<file path="src/rtl/uart_tx_arbiter_if.sv">
// rtl/uart_tx_arbiter_if.sv - requester, transmitter and status bundle for uart_tx_arbiter
interface uart_tx_arbiter_if #(
  parameter int NumReq    = 4,
  parameter int DataWidth = 8
);
  logic                          tick_i;
  logic [NumReq-1:0]             req_valid_i;
  logic [NumReq*DataWidth-1:0]   req_data_i;
  logic [NumReq-1:0]             req_last_i;
  logic [NumReq-1:0]             req_ready_o;
  logic                          tx_dv_o;
  logic [DataWidth-1:0]          tx_data_o;
  logic                          tx_busy_i;
  logic [NumReq-1:0]             grant_o;
  logic                          active_o;
  logic                          len_err_o;

  modport master (
    output tick_i, req_valid_i, req_data_i, req_last_i, tx_busy_i,
    input  req_ready_o, tx_dv_o, tx_data_o, grant_o, active_o, len_err_o
  );

  modport slave (
    input  tick_i, req_valid_i, req_data_i, req_last_i, tx_busy_i,
    output req_ready_o, tx_dv_o, tx_data_o, grant_o, active_o, len_err_o
  );
endinterface

</file>
<file path="src/rtl/uart_tx_arbiter.sv">
// rtl/uart_tx_arbiter.sv - round-robin, packet-locked sharing of one UART transmitter
module uart_tx_arbiter #(
  parameter int NumReq    = 4,
  parameter int DataWidth = 8,
  parameter int GapTicks  = 2,
  parameter int MaxPktLen = 16
) (
  input logic            clk_i,
  input logic            rst_ni,
  uart_tx_arbiter_if.slave bus
);
  localparam int IdxW = (NumReq > 1) ? $clog2(NumReq) : 1;
  localparam int CntW = $clog2(MaxPktLen + 1);
  localparam int GapW = (GapTicks > 0) ? $clog2(GapTicks + 1) : 1;

  typedef enum logic [2:0] {IDLE, LOAD, SEND, DRAIN, GAP} state_t;

  state_t                 state_q;
  logic [NumReq-1:0]      grant_q;
  logic [IdxW-1:0]        owner_q;
  logic [IdxW-1:0]        ptr_q;
  logic [CntW-1:0]        cnt_q;
  logic [GapW-1:0]        gap_q;
  logic                   last_q;
  logic                   forced_q;
  logic                   tx_dv_q;
  logic [DataWidth-1:0]   tx_data_q;
  logic                   len_err_q;

  logic                   hit;
  logic [IdxW-1:0]        hit_idx;
  logic                   own_valid;
  logic                   own_last;
  logic [DataWidth-1:0]   own_data;
  logic [CntW-1:0]        cnt_inc;
  logic                   at_max;
  logic [GapW-1:0]        gap_inc;

  // Rotating search starting just after the last owner; sum stays below 2*NumReq.
  always_comb begin
    logic [IdxW:0] sum;
    hit     = 1'b0;
    hit_idx = '0;
    sum     = '0;
    for (int k = 1; k <= NumReq; k++) begin
      sum = {1'b0, ptr_q} + (IdxW+1)'(k);
      if (sum >= (IdxW+1)'(NumReq)) sum = sum - (IdxW+1)'(NumReq);
      if (!hit && bus.req_valid_i[sum[IdxW-1:0]]) begin
        hit     = 1'b1;
        hit_idx = sum[IdxW-1:0];
      end
    end
  end

  // Only the owner's lane is selected, so non-owner data never reaches tx_data.
  always_comb begin
    own_valid = 1'b0;
    own_last  = 1'b0;
    own_data  = '0;
    for (int i = 0; i < NumReq; i++) begin
      if (owner_q == IdxW'(i)) begin
        own_valid = bus.req_valid_i[i];
        own_last  = bus.req_last_i[i];
        own_data  = bus.req_data_i[i*DataWidth +: DataWidth];
      end
    end
  end

  assign cnt_inc = cnt_q + 1'b1;
  assign at_max  = (cnt_inc == CntW'(MaxPktLen));
  assign gap_inc = gap_q + 1'b1;

  always_ff @(posedge clk_i or negedge rst_ni) begin
    if (!rst_ni) begin
      state_q   <= IDLE;
      grant_q   <= '0;
      owner_q   <= '0;
      ptr_q     <= IdxW'(NumReq - 1);
      cnt_q     <= '0;
      gap_q     <= '0;
      last_q    <= 1'b0;
      forced_q  <= 1'b0;
      tx_dv_q   <= 1'b0;
      tx_data_q <= '0;
      len_err_q <= 1'b0;
    end else begin
      tx_dv_q   <= 1'b0;
      len_err_q <= 1'b0;
      case (state_q)
        IDLE: begin
          if (hit) begin
            owner_q <= hit_idx;
            ptr_q   <= hit_idx;
            grant_q <= NumReq'(1) << hit_idx;
            cnt_q   <= '0;
            state_q <= LOAD;
          end
        end
        LOAD: begin
          if (own_valid && !bus.tx_busy_i) begin
            tx_data_q <= own_data;
            tx_dv_q   <= 1'b1;
            cnt_q     <= cnt_inc;
            last_q    <= own_last || at_max;
            forced_q  <= !own_last && at_max;
            state_q   <= SEND;
          end
        end
        SEND: state_q <= DRAIN;
        DRAIN: begin
          if (!bus.tx_busy_i) begin
            if (!last_q) begin
              state_q <= LOAD;
            end else begin
              grant_q   <= '0;
              len_err_q <= forced_q;
              state_q   <= (GapTicks == 0) ? IDLE : GAP;
            end
          end
        end
        GAP: begin
          if (bus.tick_i) begin
            if (gap_inc == GapW'(GapTicks)) begin
              gap_q   <= '0;
              state_q <= IDLE;
            end else begin
              gap_q <= gap_inc;
            end
          end
        end
        default: state_q <= IDLE;
      endcase
    end
  end

  assign bus.req_ready_o = (state_q == LOAD && !bus.tx_busy_i) ? grant_q : '0;
  assign bus.tx_dv_o     = tx_dv_q;
  assign bus.tx_data_o   = tx_data_q;
  assign bus.grant_o     = grant_q;
  assign bus.active_o    = (state_q == LOAD) || (state_q == SEND) || (state_q == DRAIN);
  assign bus.len_err_o   = len_err_q;
endmodule

</file>
<file path="src/flat_wrapper.sv">
// flat-port wrapper written by rule: the top's interface ports become plain ports
module uart_tx_arbiter_flat 
#(
  parameter int NumReq    = 4,
  parameter int DataWidth = 8,
  parameter int GapTicks  = 2,
  parameter int MaxPktLen = 16
)
  (clk_i, rst_ni, bus_tick_i, bus_req_valid_i, bus_req_data_i, bus_req_last_i, bus_tx_busy_i, bus_req_ready_o, bus_tx_dv_o, bus_tx_data_o, bus_grant_o, bus_active_o, bus_len_err_o);
  uart_tx_arbiter_if #(.NumReq(NumReq), .DataWidth(DataWidth)) bus_i ();
  input logic clk_i;
  input logic rst_ni;
  input wire logic [$bits(bus_i.tick_i)-1:0] bus_tick_i;
  input wire logic [$bits(bus_i.req_valid_i)-1:0] bus_req_valid_i;
  input wire logic [$bits(bus_i.req_data_i)-1:0] bus_req_data_i;
  input wire logic [$bits(bus_i.req_last_i)-1:0] bus_req_last_i;
  input wire logic [$bits(bus_i.tx_busy_i)-1:0] bus_tx_busy_i;
  output wire logic [$bits(bus_i.req_ready_o)-1:0] bus_req_ready_o;
  output wire logic [$bits(bus_i.tx_dv_o)-1:0] bus_tx_dv_o;
  output wire logic [$bits(bus_i.tx_data_o)-1:0] bus_tx_data_o;
  output wire logic [$bits(bus_i.grant_o)-1:0] bus_grant_o;
  output wire logic [$bits(bus_i.active_o)-1:0] bus_active_o;
  output wire logic [$bits(bus_i.len_err_o)-1:0] bus_len_err_o;
  assign bus_i.tick_i = bus_tick_i;
  assign bus_i.req_valid_i = bus_req_valid_i;
  assign bus_i.req_data_i = bus_req_data_i;
  assign bus_i.req_last_i = bus_req_last_i;
  assign bus_i.tx_busy_i = bus_tx_busy_i;
  assign bus_req_ready_o = bus_i.req_ready_o;
  assign bus_tx_dv_o = bus_i.tx_dv_o;
  assign bus_tx_data_o = bus_i.tx_data_o;
  assign bus_grant_o = bus_i.grant_o;
  assign bus_active_o = bus_i.active_o;
  assign bus_len_err_o = bus_i.len_err_o;
  uart_tx_arbiter #(.NumReq(NumReq), .DataWidth(DataWidth), .GapTicks(GapTicks), .MaxPktLen(MaxPktLen)) u_core (.clk_i(clk_i), .rst_ni(rst_ni), .bus(bus_i));
endmodule
</file>
<file path="config.mk">
export PLATFORM = sky130hd
export DESIGN_NAME = uart_tx_arbiter_flat
export DESIGN_NICKNAME = d
export VERILOG_FILES = /design/src/rtl/uart_tx_arbiter_if.sv /design/src/rtl/uart_tx_arbiter.sv /design/src/flat_wrapper.sv
export SDC_FILE = /design/constraint.sdc
export NUM_CORES = 1
export LEC_CHECK = 0
export BUFFER_PORTS_ARGS = -buffer_cell sky130_fd_sc_hd__buf_2
export CAP_MARGIN = 20
export CORE_MARGIN = 10
export CORE_UTILIZATION = 52
export CTS_CLUSTER_SIZE = 25
export DETAILED_ROUTE_END_ITERATION = 10
export GPL_TIMING_DRIVEN = 0
export PLACE_DENSITY = 0.92
export SLEW_MARGIN = 20
export SYNTH_ARGS = -nofsm -noshare
export SYNTH_HDL_FRONTEND = slang
export SYNTH_SLANG_ARGS = --single-unit
</file>
<file path="constraint.sdc">
create_clock -name clk_i -period 3.5 [get_ports clk_i]
set_input_delay 0.525 -clock clk_i [delete_from_list [all_inputs] [get_ports clk_i]]
set_output_delay 0.525 -clock clk_i [all_outputs]
set_load 0.01 [all_outputs]
</file>
==> summary.md <==
| Metric | Value |
|---|---|
| Status | `finished, final reports clean` |
| Slowest CP cell | `nor4b_4` |
| Worst-path clk slew | `about 100 ps` |
| Yosys reg bits | `30` |
| Top post-synthesis cells by count | `dfrtp_1, nand3_1, mux4_2` |
| Required time of the critical path | `2970 ps` |
| Count leader, synth | `dfrtp_1` |
| Crit-path leading delay family | `simple AND/OR/NAND/NOR gates` |
| NetSw | `0.596 mW` |
| DP Area | `2020 um^2` |
| Sw Share | `36.5%` |
| Ant. Diodes | `0` |
| Filler instances | `246` |
| Post-synth EDFFs | `0` |
| Initial antenna violation count | `0` |
| Fin nets | `approximately 250` |
| Part of the power in combinational logic | `49.2%` |
| Cell Chain, Critical Path | `nor4b_4, and2_1, buf_2` |
| Worst-Skew Late Latency | `320 ps` |
| Routability cong. | `0.739` |
| FFs w/ async S/R, synth | `100%` |
| Die W | `76.4 um` |
| Post-Syn Area | `1660 um^2` |
| Vias in the first global route | `1440` |
| Yosys top cell area share | `between 40% and 50%` |
| Final setup violation count | `0` |
| CP Capture Type | `output pin` |
| Min Tclk post-route | `around 2100 ps` |
| 1st-pass router iterations | `5` |
| Distinct cells, synth | `41` |
| Tot GR Track Use | `13.8%` |
| Syn avg cell area | `12.5 um^2` |
| P per Cell Area | `between 700 and 800 nW/um^2` |
| Fmax | `470 MHz` |
| DRT iter0 DRCs | `92` |
| Core footprint | `3050 um^2` |
| DR DRC count | `0` |
| Synth Instances | `132` |
| Storage element area | `roughly 750 um^2` |
| Crit Path Category | `flop to output pin` |
| Ys Warns | `0` |
| Area of the multi-input gates | `approximately 850 um^2` |
| Maximum Capacitance Violations | `0` |
| Clk pwr share | `13.2%` |
| Die height | `76.4 um` |
| First-pass GRT wire length | `approximately 6.7 mm` |
| Die area | `5840 um^2` |
| Sequential Power Share | `37.6%` |
| Crit path launch type | `flop` |
| Final core utilization | `68.2%` |
| Peak supply drop | `approximately 400 uV` |
| Remaining antenna violation count | `0` |
| DR WL/cell | `between 15 and 20 um` |
| Setup TNS | `0 ps` |
| Crit path buf inv count | `1` |
| Tcrit/Tclk final | `60.8%` |
| Via density | `5.40` |
| Post-Synthesis Net Count | `177` |
| Pin count of the biggest net entering global routing | `31` |
| Share of layout cells above drive strength 1 | `49.0%` |
| DP Wirelength | `3.19 mm` |
| Synth top area cells | `dfrtp_1, mux4_2, mux2_4` |
| Longest Clk Path Bufs | `2` |
| IO Pins | `63` |
| Pin slew with the least headroom to its limit | `636 ps` |
| Relative slew slack | `57.6%` |
| Min-delay worst type | `input pin to asynchronous set/reset pin` |
| Routed via count | `1328` |
| Sequential area share after synthesis | `45.5%` |
| Area growth syn-to-layout | `25.7%` |
| Crit path max fanout | `7` |
| Leak | `1.04 nW` |
| Post-CTS Setup Inserts | `0` |
| IO Port Bufs | `62` |
| Site row count | `20` |
| Fin area | `2080 um^2` |
| Final Hold Fails | `0` |
| RSZ-0062 raised after global routing | `false` |
| Final Max Slew Viols | `0` |
| Post_cts resized | `0` |
| Detailed Route WL | `3.96 mm` |
| Internal power | `1.03 mW` |
| Post-Route Skew | `4.54 ps` |
| H-tree depth | `2` |
| Number of CTS-inserted buffers | `5` |
| CTS tree | `done` |
| Initial core utilization | `54.2%` |
| Synth Flop Type | `dfrtp_1` |
| Root buf cell | `clkbuf_4` |
| Clock sink total | `30` |
| Hold buffer count at cts | `0` |
| Post-synth top area cell | `dfrtp_1` |
| CP max stage delay | `~490 ps` |
| Crit path DAT | `1600 ps` |
| Gr ovfl total | `0` |
[worst register-to-register path, delay by kind of cell, from the launching register on]
family        cells  cell delay [ps]
simple gates      2              650
flops             1              480
mux               1              290
buf+inv           1              180
[cells by family after synthesis]
logic type / Yosys count / synth area share, %
simple gates: 45 / 15.8
flops: 30 / 45.5
compound gates: 25 / 10.7
mux: 21 / 22.8
buf+inv: 7 / 2.87
xor+xnor: 3 / 1.59
fa+ha+maj: 1 / 0.756
[power groups by stage]
stage / Sequential, mW / Clock (mW) / Combinational (mW)
after global placement: 0.606 / 0 / 0.794
final: 0.613 / 0.215 / 0.803
after detailed placement: 0.613 / 0 / 0.814
after floorplan: 0.625 / 0 / 0.570
after global routing: 0.633 / 0.236 / 0.880
after CTS: 0.608 / 0.221 / 0.814
[per-stage QoR]
step / hold WS [ps] / worst slack, ps / power [mW] / instances
6_report: 214 / 1370 / 1.63 / 246
5_1_grt: 243 / 1270 / 1.75 / 246
4_1_cts: 230 / 1370 / 1.64 / 246
3_5_place_dp: 467 / 1560 / 1.43 / 238
3_3_place_gp: 459 / 1570 / 1.40 / 238
2_1_floorplan: 229 / 1800 / 1.20 / 132
[state kept, by name (all words and copies together) (netlist names)]
signal and count:
u_core.bus.grant_o 4, u_core.gap_q 2, u_core.ptr_q 2, u_core.last_q 1
u_core.cnt_q 5, u_core.bus.len_err_o 1, u_core.bus.tx_data_o 8, u_core.owner_q 2
u_core.bus.tx_dv_o 1, u_core.state_q 3, u_core.forced_q 1
[layout by cell type (no fill, tap or decap), types with 2 or more instances in the layout]
| cell | instances |
|---|---|
| a21oi_1 | 2 |
| mux2_4 | 8 |
| buf_2 | 64 |
| clkbuf_1 | 2 |
| nand2_1 | 8 |
| clkbuf_4 | 5 |
| a22o_1 | 4 |
| mux4_2 | 10 |
| nor2_1 | 5 |
| dfstp_2 | 2 |
| mux2_2 | 2 |
| nand3_1 | 11 |
| o21ai_0 | 4 |
| and2_1 | 5 |
| nor2b_1 | 3 |
| dfrtp_1 | 28 |
| xor2_1 | 2 |
| nand3b_1 | 2 |
| nand2b_1 | 5 |
| o21a_1 | 2 |
| a21o_1 | 3 |
| a31oi_1 | 2 |
| buf_6 | 2 |
[cell type report]
| class | count | share of cell area, % |
|---|---|---|
| buffer | 6 | 2.10 |
| clock buffer | 7 | 2.65 |
| clock inverter | 1 | 0.241 |
| inverter | 1 | 0.180 |
| multi-input combinational | 95 | 41.1 |
| sequential | 30 | 36.2 |
| tap | 44 | 2.65 |
| timing repair buffer | 62 | 14.9 |
[worst paths after layout]
kind	start	endpoint	slack, ps	cells past startpoint
setup / recovery	u_core.state_q[1]	bus_req_ready_o[1]	1370	3
hold / removal	rst_ni	u_core.bus.len_err_o	210	1
setup reg to reg	u_core.state_q[1]	u_core.bus.tx_data_o[7]	1800	4
hold reg to reg	u_core.gap_q[0]	u_core.gap_q[0]	480	1
max in group asynchronous	rst_ni	u_core.bus.grant_o[3]	2870	1
min in group clk_i	bus_tick_i	u_core.gap_q[0]	470	3
[per-layer routing]
metal	track usage (%)	wire (um)
met1	15.0	1620
met3	3.66	106
met4	4.46	37
met2	25.0	2200
met5	0	0
Note: power is estimated with default switching activity, not from simulation.
